File: config.mk
export PLATFORM = sky130hd
export DESIGN_NAME = mem_arbiter
export DESIGN_NICKNAME = d
export VERILOG_FILES = /design/src/rtl/mem_arbiter.sv
export SDC_FILE = /design/constraint.sdc
export NUM_CORES = 1
export LEC_CHECK = 0
export CORE_AREA = 3 3 158 160
export DETAILED_ROUTE_END_ITERATION = 7
export DIE_AREA = 0 0 161 163
export GPL_TIMING_DRIVEN = 0
export PLACE_DENSITY = 0.64
export SYNTH_ARGS = -nofsm -noshare
export SYNTH_HDL_FRONTEND = slang
export SYNTH_SLANG_ARGS = --single-unit
File: constraint.sdc
create_clock -name clk -period 2 [get_ports clk]
set_input_delay 0.2 -clock clk [delete_from_list [all_inputs] [get_ports clk]]
set_output_delay 0.2 -clock clk [all_outputs]
set_load 0.005 [all_outputs]
File: src/rtl/mem_arbiter.sv
// Two-master arbiter (instruction fetch and load/store) onto one memory port.
// Round-robin grant, one access outstanding, and a bounded wait that aborts with err.
module mem_arbiter #(
  parameter int unsigned TIMEOUT = 255
) (
  input  logic        clk,
  input  logic        rst,
  input  logic        i_req,
  input  logic [31:0] i_addr,
  output logic        i_ack,
  output logic [31:0] i_rdata,
  input  logic        d_req,
  input  logic        d_we,
  input  logic [3:0]  d_be,
  input  logic [31:0] d_addr,
  input  logic [31:0] d_wdata,
  output logic        d_ack,
  output logic [31:0] d_rdata,
  output logic        err,
  output logic        mem_req,
  output logic        mem_we,
  output logic [3:0]  mem_be,
  output logic [31:0] mem_addr,
  output logic [31:0] mem_wdata,
  input  logic [31:0] mem_rdata,
  input  logic        mem_ready
);

  typedef enum logic [1:0] {
    IDLE   = 2'd0,
    BUSY_I = 2'd1,
    BUSY_D = 2'd2
  } state_t;

  typedef struct packed {
    state_t      state;
    logic        last_d;
    logic [7:0]  cnt;
    logic        i_ack;
    logic        d_ack;
    logic        err;
    logic [31:0] i_rdata;
    logic [31:0] d_rdata;
    logic        mem_req;
    logic        mem_we;
    logic [3:0]  mem_be;
    logic [31:0] mem_addr;
    logic [31:0] mem_wdata;
  } regs_t;

  // Timeout fires on the edge where the wait count would reach TIMEOUT.
  localparam logic [7:0] LP_CNT_LAST = 8'(TIMEOUT - 1);

  regs_t r_q;
  regs_t w_d;
  logic  w_i_elig;
  logic  w_d_elig;
  logic  w_grant_d;
  logic  w_done;

  // A requester whose ack is on the wire is about to drop its request.
  assign w_i_elig  = i_req && !r_q.i_ack;
  assign w_d_elig  = d_req && !r_q.d_ack;
  assign w_grant_d = w_d_elig && (!w_i_elig || !r_q.last_d);
  assign w_done    = mem_ready || (r_q.cnt == LP_CNT_LAST);

  always_comb begin
    // NOTE: w_d gets a full default first, so no branch can leave a field unassigned and infer a latch.
    w_d       = r_q;
    w_d.i_ack = 1'b0;
    w_d.d_ack = 1'b0;
    w_d.err   = 1'b0;
    unique case (r_q.state)
      IDLE: begin
        if (w_grant_d) begin
          w_d.state     = BUSY_D;
          w_d.last_d    = 1'b1;
          w_d.cnt       = '0;
          w_d.mem_req   = 1'b1;
          w_d.mem_we    = d_we;
          w_d.mem_be    = d_be;
          w_d.mem_addr  = d_addr;
          w_d.mem_wdata = d_wdata;
        end else if (w_i_elig) begin
          w_d.state     = BUSY_I;
          w_d.last_d    = 1'b0;
          w_d.cnt       = '0;
          w_d.mem_req   = 1'b1;
          w_d.mem_we    = 1'b0;
          w_d.mem_be    = 4'hF;
          w_d.mem_addr  = i_addr;
          w_d.mem_wdata = '0;
        end
      end
      BUSY_I, BUSY_D: begin
        if (w_done) begin
          w_d.state   = IDLE;
          w_d.mem_req = 1'b0;
          w_d.err     = !mem_ready;
          if (r_q.state == BUSY_I) begin
            w_d.i_ack   = 1'b1;
            w_d.i_rdata = mem_ready ? mem_rdata : '0;
          end else begin
            w_d.d_ack   = 1'b1;
            w_d.d_rdata = (mem_ready && !r_q.mem_we) ? mem_rdata : '0;
          end
        end else begin
          w_d.cnt = r_q.cnt + 8'd1;
        end
      end
      default: w_d.state = IDLE;
    endcase
  end

  always_ff @(posedge clk) begin
    // NOTE: non-blocking so every register updates from pre-edge values.
    if (rst) r_q <= '0;
    else     r_q <= w_d;
  end

  assign i_ack     = r_q.i_ack;
  assign i_rdata   = r_q.i_rdata;
  assign d_ack     = r_q.d_ack;
  assign d_rdata   = r_q.d_rdata;
  assign err       = r_q.err;
  assign mem_req   = r_q.mem_req;
  assign mem_we    = r_q.mem_we;
  assign mem_be    = r_q.mem_be;
  assign mem_addr  = r_q.mem_addr;
  assign mem_wdata = r_q.mem_wdata;

endmodule

==> qor.yml, run 1 <==
synth:
  yosys.area_share.simple: 0.1290
  synthMostInstantiatedCell: "dfxtp_1"
  synth_ff_type: "dfxtp_1"
  ys.warnings.count: 0
  syn_inst: 798
  synth_top_area_frac: 0.4201
  yosysUniqueCellTypes: 44
  synth.area.top_cells: "dfxtp_1 42%, buf_4 15%, nand4_1 5.9%"
  post-synth-top-area-cell: "dfxtp_1"
  syn_area_um2: 7053
  synth_top_family_by_area: "compound AO/OA/AOI/OAI gates"
  ys_top_cells_by_count: "148 x dfxtp_1, 139 x buf_4, 72 x nor2_1"
  synth-xor-area-share: 0
  synth-edff-count: 0
  syn_avg_cell_area_um2: 8.838
  synthMuxAreaShare: 0.04541
  synthArstFlopShare: 0
  synth-compound-area-share: 0.1994
  yosys.area_share.adder: 0.007096
  ys_ff_latch: 148
  syn-num-nets: 940
  ys_seq_area_frac: 0.4201
cts:
  cts_sinks: 148
  clock_latency_ns: 0.42
  tritoncts: "built"
  clk_path_buf_depth: 2
  cts_buffers: 17
  cts.clk_slew.worst_paths_ns: 0.06
  htreeDepth: 4
  root_buffer: "clkbuf_16"
worst_setup_path:
  crit_family: "compound AO/OA/AOI/OAI gates"
  cpMaxStageDelayCell: "dfxtp_1"
  timing_worst_setup_path_type: "flop to flop"
  required_ns: 2.29
  path_common_cell: "buf_6"
  critical_path.max_stage_delay_ns: 0.34
  end_kind: "flop"
  cp-start-kind: "flop"
  crit_chain: "inv_1, ha_4, nand4_1, o21a_2, buf_6, buf_6, o21ai_0, a21oi_1"
  crit_buf_inv: 3
  crit_arrival_ns: 2.20
  critical_path.max_fanout: 10
floorplan:
  die_x_um: 161
  pin_count: 275
  rows: 56
  die_h_um: 163
  core_area_um2: 23540
  initial_core_util: 0.2996
  die_area_um2: 26240
final_layout:
  drive_gt1_frac: 0.1969
  utilization: 0.4632
  syn_to_final_growth_pct: 54.60
  nNetsFinal: 1238
  fin_cells: 1426
  antenna_cells: 0
timing:
  fmax_ghz: 0.5249
  finalSetupViolCount: 0
  post-route-min-period_ns: 1.905
  slew_violations: 0
  hold_viol_final: 0
  relSlewSlack: 0.5005
  rsz0062_at_grt: "true"
  worst_slew_pin_slew_ns: 0.7443
  fin_crit_sh: 0.9525
  fin_worst_skew_ns: 0.006598
power:
  ir_worst_vdd_mv: 0.4348
  powerDensity_nw_per_um2: 861.8
  cellLeakagePower_nw: 4.238
worst_hold_path:
  hold_path_class: "input port to flop"
global_route:
  grt_antenna_before_repair: 2
  grt_start_max_net_pins: 17
  grt.total_usage: 0.1763
  grt_first_pass_wirelength_um: 36800
  grt_pass1_vias: 6684
  overflow: 0
detailed_routing:
  wirelength_um: 24040
  drc: 0
  drt_iter0_drc: 481
  drt-pass1-iter-count: 5
  antenna_left: 0
  routedWlPerCell_um: 16.86
  vias: 6824
  vias_per_cell: 4.785
status:
  status: "finished clean"
placement:
  port_buffers: 272
  hpwl_um: 18100
  place_congestion: 0.8403
  placed_cells: 1389
run:
  maxCapViolations: 0
power by group:
group          internal, W  leakage [nW]  switching, W  total, W
clock network      0.00230         0.315       0.00124   0.00354
logic              0.00134          2.72       0.00119   0.00253
registers          0.00320          1.21      0.000129   0.00332
total              0.00683          4.24       0.00257   0.00940
tightest hold or removal path, delay by kind of cell:
| family | cells | cell delay [ns] |
|---|---|---|
| AOI/OAI and AO/OA | 1 | 0.06 |
| buffers and inverters | 1 | 0.17 |
| and+or+nand+nor | 1 | 0.12 |
timing repair:
item | in CTS | in global routing
hold buffers | 0 | 0
buffers inserted | 0 | 6
endpoints found under the setup margin | 0 | 70
resized for setup | 0 | 34
layout make-up:
| type | count | area, um^2 |
|---|---|---|
| fill | 2305 | 12640 |
| sequential | 148 | 2963 |
| timing repair buffer | 278 | 2768 |
| multi-input combinational | 441 | 2709 |
| buffer | 203 | 1393 |
| clock buffer | 21 | 470.5 |
| tap | 319 | 399.1 |
| clock inverter | 9 | 176.4 |
| inverter | 7 | 26.28 |
placed cells by master (no fill, tap or decap), drive strengths merged, types with 2 or more instances in the layout:
| cell type | count |
|---|---|
| nand4 | 67 |
| nand2b | 4 |
| a31oi | 2 |
| a211oi | 34 |
| clkdlybuf4s50 | 272 |
| nor2b | 3 |
| nor2 | 72 |
| clkinv | 3 |
| mux2i | 32 |
| inv | 7 |
| and3 | 2 |
| ha | 4 |
| a22oi | 33 |
| clkbuf | 66 |
| buf | 164 |
| o41ai | 2 |
| nand2 | 7 |
| dfxtp | 148 |
| bufinv | 5 |
| o21a | 2 |
| nor3 | 12 |
| a41oi | 2 |
| or3 | 2 |
| a21oi | 72 |
| nand3 | 4 |
| a311oi | 4 |
| o21ai | 71 |
kinds of logic after synthesis:
group	after synthesis
compound gates	226
fa+ha+maj	4
buf+inv	210
flops	148
mux	32
simple gates	178
sequential cells by signal, summed over array words and instances (netlist names):
name,flops
d_rdata,32
i_rdata,32
mem_addr,32
mem_wdata,32
r_q,11
mem_be,4
d_ack,1
err,1
i_ack,1
mem_req,1
mem_we,1
path summary, 6_finish.rpt:
| check | from | to | slack [ns] | cells after the start |
|---|---|---|---|---|
| setup / recovery | r_q[146] | d_rdata[5] | 0.1 | 8 |
| hold / removal | mem_ready | i_rdata[0] | 0.18 | 3 |
| setup reg to reg | r_q[146] | d_rdata[5] | 0.1 | 8 |
| hold reg to reg | d_rdata[15] | d_rdata[15] | 0.47 | 2 |
per-layer routing:
| layer | GRT usage | share of wire | vias up |
|---|---|---|---|
| met4 | 0.03872 | 0.012 | 4 |
| met3 | 0.06562 | 0.097 | 25 |
| met5 | 0 | 0.0011 | - |
| li1 | - | - | 3333 |
| met2 | 0.2775 | 0.45 | 298 |
| met1 | 0.2319 | 0.44 | 3164 |
per-stage QoR:
step           setup slack (ns)  setup TNS [ns]  cell area (um^2)  hold WS [ns]  total power, W
6_report                0.09502               0             10900        0.1757        0.009397
5_1_grt                -0.01289        -0.04930             10900        0.1887        0.009864
4_1_cts                 0.01015               0             10820        0.1565        0.009436
3_5_place_dp           -0.07667          -1.032             10170        0.4663        0.005864
3_3_place_gp           -0.05227          -1.379             10170        0.4511        0.005842
2_1_floorplan            0.2853               0              7053        0.3483        0.004713
Power figures use the tool's default switching activity.
==> run 2: changes to the inputs <==
Settings changed: ABC_AREA set to 1, CORE_AREA 3 3 158 160 to 3 3 160 162, DIE_AREA 0 0 161 163 to 0 0 163 165.
==> run 2 against run 1 <==
Against the previous run:
- core utilization is 0.99 points lower
- final cell count is 16% higher
- fmax is 2.9% higher
- power is 3.3% higher
- sequential power is 5% higher
- combinational power is 12% higher
- global-route usage is 0.57 points lower
- critical endpoint is now r_q[138]
==> qor.yml, run 2 <==
timing:
  fin_worst_skew_ns: 0.01345
  relSlewSlack: 0.5841
  rsz0062_at_grt: "false"
  finalSetupTns_ns: 0
  slew_violations: 0
  finalSetupViolCount: 0
  fin_crit_sh: 0.9255
  whs_ns: 0.1986
  hold_viol_final: 0
  fmax_ghz: 0.5403
  post-route-min-period_ns: 1.851
  worst_slew_pin_slew_ns: 0.6239
cts:
  cts_resized: 0
  cts_buffers: 17
  tritoncts: "built"
  cts_sinks: 148
  htreeDepth: 4
  clk_path_buf_depth: 2
  clock_latency_ns: 0.42
  postCtsHoldBufs: 0
  cts.clk_slew.worst_paths_ns: 0.06
  root_buffer: "clkbuf_16"
  cts_setup_buffers: 0
detailed_routing:
  drc: 0
  drt-pass1-iter-count: 4
  routedWlPerCell_um: 14.28
  drt_iter0_drc: 320
  vias: 7050
  antenna_left: 0
  wirelength_um: 23530
  vias_per_cell: 4.278
global_route:
  overflow: 0
  grt.total_usage: 0.1706
  grt_first_pass_wirelength_um: 36200
  grt_pass1_vias: 6699
  grt_antenna_before_repair: 2
  grt_start_max_net_pins: 17
final_layout:
  nNetsFinal: 1453
  finalInstanceArea_um2: 10990
  antenna_cells: 0
  final_common_cell: "nand2_1"
  syn_to_final_growth_pct: 51.96
  drive_gt1_frac: 0.1526
  layout_common_cells: "276 x nand2_1, 273 x clkdlybuf4s50_1, 148 x dfxtp_1, 132 x buf_4, 100 x inv_1"
  fillers: 2482
run:
  maxCapViolations: 0
worst_setup_path:
  r2r-end: "r_q[138]"
  required_ns: 2.36
  setup.worst_path.start: "r_q[146]"
  cpMaxStageDelayCell: "dfxtp_1"
  path_common_cell: "nand2_1"
  critical_path.max_fanout: 10
  crit_arrival_ns: 2.21
  worst-r2r-cell-count: 9
  critical_path.max_stage_delay_ns: 0.35
  end_kind: "flop"
  cp-start-kind: "flop"
  r2r_start: "r_q[146]"
  crit_chain: "inv_1, ha_1, buf_2, nand2_1, nand2_1, nand2_2, inv_1, nand3b_1, nand2_1"
  timing_worst_setup_path_type: "flop to flop"
  r2r_slack_ns: 0.15
synth:
  syn_area_um2: 7233
  synth.area.top_cells: "dfxtp_1 41%, nand2_1 14%, buf_4 14%"
  synthMostInstantiatedCell: "nand2_1"
  syn_inst: 1019
  yosysUniqueCellTypes: 25
  synth_ff_type: "dfxtp_1"
  ys_ff_latch: 148
  synth_top_area_frac: 0.4096
  ys_top_cells_by_count: "277 x nand2_1, 148 x dfxtp_1, 132 x buf_4"
  syn_avg_cell_area_um2: 7.098
  syn-num-nets: 1161
  post-synth-top-area-cell: "dfxtp_1"
  ys_seq_area_frac: 0.4096
  ys.warnings.count: 0
  synthArstFlopShare: 0
  synth-edff-count: 0
worst_hold_path:
  min_path_cells: 5
  hp-start: "mem_ready"
  min_to: "i_rdata[21]"
  hold_path_class: "input port to flop"
floorplan:
  rows: 57
  core_area_um2: 24250
  die_area_um2: 26900
  die_x_um: 163
  initial_core_util: 0.2983
  pin_count: 275
  die_h_um: 165
placement:
  place_area_um2: 10370
  place_congestion: 0.8368
  port_buffers: 273
  hpwl_um: 18070
power:
  cellLeakagePower_nw: 4.944
  ir_worst_vdd_mv: 0.4150
  powerDensity_nw_per_um2: 883.0
status:
  status: "finished clean"
run 2: cell types whose count changed after synthesis, moves of 32 or more:
cell	previous run	this run
a22oi_1	33	0
nand3_1	4	65
o21ai_0	58	24
o211ai_1	0	32
nand4_1	67	10
mux2i_1	32	0
nand2_1	7	277
inv_1	5	100
run 2: critical path: cells and delay by family (launching register included):
family | cells | cell delay [ns]
buffers and inverters | 3 | 0.47
AND/OR/NAND/NOR | 5 | 0.63
adder cells (fa/ha/maj) | 1 | 0.35
flip-flops | 1 | 0.35
run 2: metal layers:
metal	wire length, um	vias up	track usage
li1	-	3656	-
met1	10520	3123	0.2163
met2	10810	239	0.2810
met3	1800	28	0.05593
met4	376	4	0.04268
met5	21	-	0
run 2: final cells by class:
cell class              count  area, um^2  share of cell area
flip-flops and latches    148        2963              0.2696
well taps                 324       405.4             0.03688
multi-input cells         580        2643              0.2404
clock buffers              21       440.4             0.04007
clock inverters            11       172.7             0.01571
inverters                 104       390.4             0.03552
repair buffers            273        2733              0.2486
plain buffers             187        1245              0.1133
run 2: worst max path at each step:
stage	to	slack [ns]
final	r_q[138]	0.15
after global routing	d_rdata[23]	0.006
after CTS	i_rdata[13]	0.13
after detailed placement	mem_be[1]	-0.28
after global placement	mem_be[3]	-0.24
after floorplan	r_q[138]	0.46
run 2: cells by family (layout without fill, tap and decap cells):
| family | count (synthesis) | after routing | synth area share |
|---|---|---|---|
| AND/OR/NAND/NOR | 438 | 438 | 0.2512 |
| buffers and inverters | 291 | 596 | 0.2254 |
| flip-flops | 148 | 148 | 0.4096 |
| AO/OA/AOI/OAI | 138 | 138 | 0.1069 |
| adder cells (fa/ha/maj) | 4 | 4 | 0.006919 |
run 2: power breakdown:
group          leakage (nW)  switching, W  internal [W]
logic                  3.44       0.00131       0.00153
registers              1.21      0.000184       0.00329
clock network         0.296       0.00129       0.00210
total                  4.94       0.00279       0.00692
run 2: stage by stage:
step,power (W),setup WS (ns),std cells,utilization
finish,0.009706,0.1491,1648,0.4533
global route,0.01027,0.005675,1648,0.4533
CTS,0.009838,0.1260,1648,0.4530
detailed placement,0.006391,-0.2776,1616,0.4277
global placement,0.006373,-0.2425,1616,0.4277
floorplan,0.005041,0.4649,1019,-
==> run 3: changes to the inputs <==
Settings changed: CORE_AREA 3 3 160 162 to 3 3 131 133, CTS_BUF_LIST set to sky130_fd_sc_hd__clkbuf_16, DIE_AREA 0 0 163 165 to 0 0 134 136, HOLD_SLACK_MARGIN set to 0.08, PLACE_DENSITY 0.64 to 0.87.
==> run 3 against run 2 <==
Against the previous run:
- non-clock buffer count is the same
- die area shrank 32%
- setup slack gained 0.046 ns
- final cell count shrank 6.6%
- clock power shrank 12%
- critical endpoint unchanged
- largest power group unchanged
- highest routed layer unchanged
==> qor.yml, run 3 (synthesized netlist as in run 2, its figures left out) <==
worst_setup_path:
  cpMaxStageDelayCell: "dfxtp_1"
  required_ns: 2.36
  r2r_slack_ns: 0.20
  timing_worst_setup_path_type: "flop to flop"
  worst-r2r-cell-count: 9
  crit_family: "simple AND/OR/NAND/NOR gates"
  critical_path.max_fanout: 10
  critical_path.max_stage_delay_ns: 0.36
  r2r_start: "r_q[146]"
  r2r-end: "r_q[138]"
  crit_arrival_ns: 2.16
  cp-start-kind: "flop"
  crit_buf_inv: 3
  end_kind: "flop"
  path_common_cell: "nand2_1"
  crit_chain: "inv_1, ha_1, buf_2, nand2_1, nand2_1, nand2_2, inv_1, nand3b_1, nand2_1"
placement:
  placed_cells: 1508
  hpwl_um: 17250
  port_buffers: 273
  place_congestion: 0.8976
floorplan:
  pin_count: 275
  die_x_um: 134
  rows: 46
  die_h_um: 136
  core_area_um2: 15940
  die_area_um2: 18220
  initial_core_util: 0.4537
global_route:
  grt_busiest_layer: "met2"
  overflow: 0
  grt_start_max_net_pins: 17
  grt.total_usage: 0.2413
  grt_first_pass_wirelength_um: 34680
  met3_usage: 0.08142
  grtUsageMet2: 0.4074
  grt_antenna_before_repair: 1
  met1_usage: 0.2801
  grt_pass1_vias: 6902
cts:
  clk_path_buf_depth: 2
  htreeDepth: 4
  root_buffer: "clkbuf_16"
  cts_setup_buffers: 0
  tritoncts: "built"
  clock_latency_ns: 0.42
  cts.clk_slew.worst_paths_ns: 0.06
  cts_sinks: 148
  cts_buffers: 17
power:
  power_frac_clock: 0.322
  powerDensity_nw_per_um2: 864.0
  switching_power_w: 0.002708
  swShare: 0.2906
  p_comb_frac: 0.305
  p_seq_frac: 0.374
  ir_worst_vdd_mv: 0.6525
  cellLeakagePower_nw: 4.914
  p_int_w: 0.006612
status:
  status: "finished clean"
final_layout:
  nNetsFinal: 1453
  drive_gt1_frac: 0.1513
  syn_to_final_growth_pct: 49.14
  final_common_cell: "nand2_1"
  fin_cells: 1539
  layout_common_cells: "276 x nand2_1, 273 x clkdlybuf4s50_1, 148 x dfxtp_1, 132 x buf_4, 100 x inv_1"
timing:
  whs_ns: 0.1982
  fin_crit_sh: 0.9024
  fin_worst_skew_ns: 0.007196
  rsz0062_at_grt: "false"
  finalSetupViolCount: 0
  post-route-min-period_ns: 1.805
  relSlewSlack: 0.6141
  fmax_ghz: 0.5541
  worst_slew_pin_slew_ns: 0.5789
  hold_viol_final: 0
  slew_violations: 0
detailed_routing:
  drt-pass1-iter-count: 5
  antenna_left: 0
  routedWlPerCell_um: 14.67
  wirelength_um: 22580
  vias_per_cell: 4.717
  drt_iter0_drc: 472
  vias: 7259
  drc: 0
worst_hold_path:
  min_path_cells: 5
  min_to: "i_rdata[23]"
  hold_path_class: "input port to flop"
  hp-start: "mem_ready"
run:
  maxCapViolations: 0
==> run 3: layout make-up <==
| type | instances | area, um^2 |
|---|---|---|
| buffer | 187 | 1242 |
| multi-input combinational | 580 | 2643 |
| inverter | 104 | 390.4 |
| timing repair buffer | 273 | 2733 |
| clock inverter | 13 | 118.9 |
| sequential | 148 | 2963 |
| tap | 216 | 270.3 |
| antenna | 1 | 2.502 |
| clock buffer | 17 | 425.4 |
| fill | 1356 | 5155 |
==> run 3: stage by stage <==
stage                 util  worst slack, ns  setup TNS (ns)  power, W  area [um^2]
floorplan                -           0.4649               0  0.005041         7233
detailed placement  0.6421          -0.1347          -5.095  0.006365        10240
global route        0.6765        0.0004208               0  0.009813        10790
CTS                 0.6762           0.1521               0  0.009374        10780
finish              0.6767           0.1952               0  0.009321        10790
global placement    0.6421         -0.08036          -2.256  0.006309        10240
==> run 3: worst max-delay path by stage <==
stage	from	to	slack, ns	cells past startpoint
detailed placement	rst	i_rdata[18]	-0.13	6
floorplan	r_q[146]	r_q[138]	0.46	9
CTS	r_q[146]	r_q[138]	0.15	8
global route	r_q[146]	r_q[142]	0.0004	10
global placement	rst	d_rdata[28]	-0.08	6
finish	r_q[146]	r_q[138]	0.20	9
==> run 3: per-layer routing <==
| layer | part of all wire | wire length, um | vias to the layer above |
|---|---|---|---|
| li1 | - | - | 3652 |
| met1 | 0.40 | 9112 | 3260 |
| met2 | 0.48 | 10760 | 298 |
| met3 | 0.091 | 2060 | 47 |
| met4 | 0.028 | 629 | 2 |
| met5 | 0.00058 | 13 | - |
==> run 3: worst min-delay path: cells and delay by family <==
family,cells,cell delay [ns]
buffers and inverters,1,0.17
and+or+nand+nor,4,0.20
==> run 3: power by group through the flow <==
stage | logic, W | clock network, W | registers, W
after floorplan | 0.00155 | 0 | 0.00349
final | 0.00284 | 0.00300 | 0.00348
after CTS | 0.00284 | 0.00305 | 0.00348
after global placement | 0.00279 | 0 | 0.00352
after detailed placement | 0.00283 | 0 | 0.00354
after global routing | 0.00310 | 0.00319 | 0.00352
==> run 3: repair_timing <==
item	in CTS	in global routing
resized for setup	0	5
hold buffers	0	0
endpoints found under the setup margin	0	15
